File: src/rtl/sync_fifo_param.sv
// Parametrised single-clock FIFO with occupancy count and programmable almost flags.
// Optional sticky overflow/underflow flags are built when FIFO_ERR_EN is defined.
module sync_fifo_param #(
    parameter int unsigned DATA_W = 4,
    parameter int unsigned DEPTH  = 16,
    parameter int unsigned AF_LVL = 14,
    parameter int unsigned AE_LVL = 2,
    localparam int unsigned PTR_W = $clog2(DEPTH),
    localparam int unsigned CNT_W = $clog2(DEPTH) + 1
) (
    input  logic              clk,
    input  logic              reset,
    input  logic              push,
    input  logic              pop,
    input  logic [DATA_W-1:0] d,
    output logic [DATA_W-1:0] q,
    output logic              full,
    output logic              empty,
    output logic              almost_full,
    output logic              almost_empty,
`ifdef FIFO_ERR_EN
    input  logic              err_clr,
    output logic              overflow,
    output logic              underflow,
`endif
    output logic [CNT_W-1:0]  count
);

    logic [DATA_W-1:0] r_mem [DEPTH];
    logic [PTR_W-1:0]  r_wr_ptr;
    logic [PTR_W-1:0]  r_rd_ptr;
    logic [CNT_W-1:0]  r_count;
    logic [DATA_W-1:0] r_q;
    logic              w_full;
    logic              w_empty;
    logic              w_wr_en;
    logic              w_rd_en;

    // Flags decode the count register directly so they track it in the same cycle.
    assign w_full       = (r_count == CNT_W'(DEPTH));
    assign w_empty      = (r_count == CNT_W'(0));
    assign w_wr_en      = push & ~w_full;
    assign w_rd_en      = pop & ~w_empty;

    assign full         = w_full;
    assign empty        = w_empty;
    assign almost_full  = (r_count >= CNT_W'(AF_LVL));
    assign almost_empty = (r_count <= CNT_W'(AE_LVL));
    assign count        = r_count;
    assign q            = r_q;

    // Storage is intentionally not reset; pointers alone define valid contents.
    always_ff @(posedge clk) begin
        if (w_wr_en) begin
            r_mem[r_wr_ptr] <= d;
        end
    end

    always_ff @(posedge clk) begin
        if (reset) begin
            r_wr_ptr <= '0;
            r_rd_ptr <= '0;
            r_count  <= '0;
            r_q      <= '0;
        end else begin
            if (w_wr_en) begin
                r_wr_ptr <= r_wr_ptr + PTR_W'(1);
            end
            if (w_rd_en) begin
                r_q      <= r_mem[r_rd_ptr];
                r_rd_ptr <= r_rd_ptr + PTR_W'(1);
            end
            case ({w_wr_en, w_rd_en})
                2'b10:   r_count <= r_count + CNT_W'(1);
                2'b01:   r_count <= r_count - CNT_W'(1);
                default: r_count <= r_count;
            endcase
        end
    end

`ifdef FIFO_ERR_EN
    logic r_overflow;
    logic r_underflow;

    // A new error in the same cycle as err_clr keeps the flag set.
    always_ff @(posedge clk) begin
        if (reset) begin
            r_overflow  <= 1'b0;
            r_underflow <= 1'b0;
        end else begin
            if (push & w_full) begin
                r_overflow <= 1'b1;
            end else if (err_clr) begin
                r_overflow <= 1'b0;
            end
            if (pop & w_empty) begin
                r_underflow <= 1'b1;
            end else if (err_clr) begin
                r_underflow <= 1'b0;
            end
        end
    end

    assign overflow  = r_overflow;
    assign underflow = r_underflow;
`endif

endmodule

File: config.mk
export PLATFORM = sky130hd
export DESIGN_NAME = sync_fifo_param
export DESIGN_NICKNAME = d
export VERILOG_FILES = /design/src/rtl/sync_fifo_param.sv
export SDC_FILE = /design/constraint.sdc
export NUM_CORES = 1
export LEC_CHECK = 0
export ABC_AREA = 1
export CAP_MARGIN = 15
export CORE_UTILIZATION = 57
export DETAILED_ROUTE_END_ITERATION = 7
export PLACE_DENSITY = 0.76
export SETUP_SLACK_MARGIN = 0.1
export SLEW_MARGIN = 0
export SYNTH_ARGS = -nofsm -noshare
export SYNTH_HDL_FRONTEND = slang
export SYNTH_SLANG_ARGS = --single-unit
export TNS_END_PERCENT = 5
File: constraint.sdc
create_clock -name clk -period 4.3 [get_ports clk]
set_input_delay 0.86 -clock clk [delete_from_list [all_inputs] [get_ports clk]]
set_output_delay 0.86 -clock clk [all_outputs]
set_load 0.05 [all_outputs]
### Yosys cells after proc, flatten, opt, wreduce, memory -nomap -nowiden

Memory sizes are Yosys's and may differ from the RTL's. A register that Yosys moved wholly into a read port is not among the register bits.
Index checks and enable logic that the tools add are counted.

| word-level totals | value |
|---|---|
| register bits | 13 |
| memory bits (writable) | 64 |
| input bits | 8 |
| output and inout port bits | 13 |
| word-level logic and storage cells | 22 |
| memories | 1 |

| operators by class | value |
|---|---|
| add/subtract/negate cells | 4 |
| $lt $le $gt $ge | 2 |
| equality and inequality tests | 3 |
| mux-type cells | 3 |
| bitwise operators | 4 |
| reductions and logical operators | 2 |

Memory list:

| memory | words | width | rd ports | clocked after Yosys merged registers in | wr ports | line | text |
|---|---|---|---|---|---|---|---|
| r_mem | 16 | 4 | 1 | 1 | 1 | 29 | `logic [DATA_W-1:0] r_mem [DEPTH];` |

Operator list:

| kind | number |
|---|---|
| $pmux W5 S2 | 1 |
| $add A4 B1 Y4 const B | 2 |
| $add A5 B1 Y5 const B | 1 |
| $eq A5 B5 Y1 const B | 1 |
| $ge A5 B4 Y1 const B | 1 |
| $le A5 B2 Y1 const B | 1 |
| $logic_not A5 Y1 | 1 |
| $sub A5 B1 Y5 const B | 1 |
| $and A1 B1 Y1 | 2 |
| $eq A2 B1 Y1 const B | 1 |
| $eq A2 B2 Y1 const B | 1 |
| $mux W1 | 2 |
| $not A1 Y1 | 2 |
| $reduce_bool A2 Y1 | 1 |

### Logic depth before layout (Yosys ltp)

| logic depth | value |
|---|---|
| word-level depth | 5 |
| depth in mapped cells | 16 |
| depth with buffers taken out | 15 |

### Worst setup path before layout

OpenSTA, ideal clock, no wires.

| timing path | value |
|---|---|
| kind | register to output |
| from | register r_count[1], in the netlist count[1] |
| to | output port almost_full |
| arrival | 2.078 ns |
| data required time | 3.440 ns |
| setup slack | 1.362 ns |
| cell stages (with the launch flop) | 3 |
| buffers on the path | 0 |
| cells stage by stage | dfxtp_1 > inv_2 > o31ai_1 |

| on the way | value |
|---|---|
| longest elaborated chain between the ends | 1 |

RTL lines:

| what | line | text |
|---|---|---|
| start, declared | 32 | `logic [CNT_W-1:0] r_count;` |
| start signal, assigned | 74 | `2'b10: r_count <= r_count + CNT_W'(1);` |
| start signal, assigned | 75 | `2'b01: r_count <= r_count - CNT_W'(1);` |
| start signal, assigned | 76 | `default: r_count <= r_count;` |
| $ge A5 B4 Y1 | 47 | `assign almost_full = (r_count >= CNT_W'(AF_LVL));` |
| end, declared | 19 | `output logic almost_full,` |

Every way passes these cells.

### Final worst setup path

Ends and elaborated chain as after synthesis.

==> impl_results.md <==
- Power Internal: 1.54 mW
- Post-synth ARST share: 0%
- # fillers: 501
- DP HPWL: 5.00 mm
- Sw Ratio: 39.3%
- Peak supply drop: 0.547 mV
- Clock share of power: 23.6%
- Hold Vio Cnt, Final: 0
- Wl on met1: 3.26 mm
- Later-pin clock latency in the skew report: 0.35 ns
- Post-cts sizing count: 0
- CP Launch Type: flip-flop
- Total wire length: 7.44 mm
- CTS tree: built
- TritonRoute pass-1 iters: 5
- CTS Buffer Depth: 2
- Crit-path cells: inv_2 -> o31ai_1 -> clkdlybuf4s50_1
- Pre-CTS setup slack: 1.27 ns
- Die area: 0.00715 sq mm
- Setup Buffers After CTS: 0
- Syn_area_per_cell: 9.72 sq um
- First-pass GRT wire length: 12.1 mm
- Inserted Diodes: 0
- P per Cell Area: 595 mW/mm^2
- Wire length on met3: 398 microns
- Wirelength per Cell: 14.9 microns
- Hold Crit Class: reg2reg
- Sequential power share: 39.5%
- Crit-path slowest cell: clkdlybuf4s50_1
- Crit Path Max Fanout: 5
- # port buffers: 20
- CTS Buf Count: 9
- Largest net degree at the start of global routing: 34
- Setup violators final: 0
- Max-slew violations: 0
- Vias in the first global route: 2649
- Vias per std cell: 5.30
- Max_cap viols: 0
- Vert. Die Dim: 84.6 microns
- Commonest cells post-synth: 113 x nand2_1, 64 x edfxtp_1, 52 x inv_1
- Clk_skew: 0.00849 ns
- Count leader, synth: nand2_1
- Setup WS post-layout: 1.41 ns
- Setup CP Type: reg2out
- Slew headroom: 46.2%
- Ports: 21
- Top cell type by total area after synthesis: edfxtp_1
- F_max: 346 MHz
- Fin nets: 436
- Synthesized Nets: 418
- Overall routing resource usage: 22.6%
- Grt ovf: 0
- Clk root buf: clkbuf_8
- Antenna violations before repair: 0
- Synthesized netlist cell count: 400
- Pleak: 1.80 nW
- DR vias: 2651
- Pwr Total: 2.54 mW
- CP Data Arrival Time: 2.03 ns
- Routed met2 length: 3.59 mm
- Comb power frac: 36.9%
- Worst path max stage delay: 0.87 ns
- TNS Setup: 0 ns
- Number of synthesized flops with an enable pin: 64
- Status: finished clean
- RSZ-0062 raised after global routing: false
- Floorplan row count: 29
- Ys Warns: 0
- Worst slew pin tran: 0.806 ns
- Share of layout cells above drive strength 1: 11.3%
- Overall die width: 84.6 microns
- ANT nets after route: 0
- Core box area: 0.00646 sq mm
- Clk pin slew, worst setup/hold paths: 0.08 ns
- 1st-iter DRT viols: 197
- Critical Path End Type: output port
- CTS Hold Bufs: 0
- # DRC: 0
- Fin crit period: 2.89 ns
- Predominant post-synthesis flop cell: edfxtp_1
- Top Layer Used: met4
- NetSw: 0.999 mW
- Clock Sinks: 81
- Synth Cell Area: 0.00389 sq mm
- Ratio of final minimum period to clock period: 67.2%
- Top-area cell type share of the netlist area: 49.4%
- CP required: 3.44 ns
- Post-synthesis sequential area ratio: 58.2%
- Initial Util: 60.2%
- H-tree levels: 3
- Yosys reg bits: 81
- Area delta synth->final: 9.95%
- Final Wtd Congestion: 0.863
- Area contributors post-synth: edfxtp_1 49%, nand2_1 11%, dfxtp_1 8.8%
- Placed insts: 484
- Post-route insts no fill: 500
- Unique masters post-synth: 35
==> critical path, delay by kind of cell (launching register included) <==
| family | cells | cell delay (ns) |
|---|---|---|
| AO/OA/AOI/OAI | 1 | 0.26 |
| buffers and inverters | 2 | 0.98 |
| flip-flops | 1 | 0.43 |
==> path summary, 6_finish.rpt <==
check / startpoint / endpoint / slack (ns) / depth (start not counted)
setup / recovery: count[1] / almost_full / 1.41 / 3
hold / removal: r_wr_ptr[3] / r_wr_ptr[3] / 0.53 / 2
setup reg to reg: count[4] / count[4] / 1.99 / 14
hold reg to reg: r_wr_ptr[3] / r_wr_ptr[3] / 0.53 / 2
==> flip-flops by register name, summed over array words and instances (netlist names) <==
register and cells:
count 5, q 4, r_mem 64, r_rd_ptr 4
r_wr_ptr 4
==> final cells by class <==
cell class                      count  area (sq um)  share of cell area (%)
Tap cell                           77          96.3                    2.25
Timing Repair Buffer               21           208                    4.86
Clock buffer                        9           124                    2.90
Inverter                           60           238                    5.56
Sequential cell                    81          2260                    52.9
Clock inverter                      7          95.1                    2.22
Multi-Input combinational cell    245          1250                    29.3
==> per-stage QoR <==
stage                     util (%)  area (sq um)  hold slack, ns
after floorplan                  -          3890           0.470
after global placement        62.8          4060           0.511
after detailed placement      62.8          4060           0.515
after CTS                     66.2          4270           0.526
after global routing          66.2          4270           0.532
final                         66.2          4270           0.527
==> logic make-up (layout without fill, tap and decap cells) <==
group	after synthesis	count (layout)	share of synthesized area, %
buf+inv	74	97	9.62
compound gates	19	19	2.83
xor+xnor	5	5	1.13
simple gates	211	211	24.8
fa+ha+maj	10	10	3.41
flops	81	81	58.2
==> layout by cell type, fill, tap and decap left out, types with 2 or more instances in the layout <==
| cell type | count |
|---|---|
| nand3_1 | 48 |
| a21oi_1 | 10 |
| nor2_2 | 4 |
| inv_2 | 4 |
| xor2_1 | 4 |
| inv_1 | 52 |
| clkdlybuf4s50_1 | 20 |
| dfxtp_1 | 17 |
| clkinv_2 | 2 |
| inv_4 | 2 |
| nand2_4 | 3 |
| a211oi_1 | 3 |
| nand2_2 | 13 |
| nand2_1 | 113 |
| edfxtp_1 | 64 |
| bufinv_16 | 2 |
| clkbuf_8 | 9 |
| o21ai_0 | 3 |
| ha_1 | 9 |
| clkinv_4 | 2 |
| nor2_1 | 24 |
==> metal layers <==
layer | GRT usage, % | vias to the layer above
met2 | 36.5 | 91
met1 | 28.7 | 1224
met5 | 0 | -
li1 | - | 1318
met3 | 4.82 | 18
met4 | 12.6 | 0
==> power by group through the flow <==
stage / Combinational [mW] / Sequential, mW / Clock (mW)
finish: 0.937 / 1.01 / 0.600
global route: 1.03 / 1.01 / 0.639
CTS: 0.939 / 1.00 / 0.601
detailed placement: 0.932 / 1.02 / 0
global placement: 0.920 / 1.02 / 0
floorplan: 0.685 / 1.09 / 0
(Power assumes the default switching activity.)
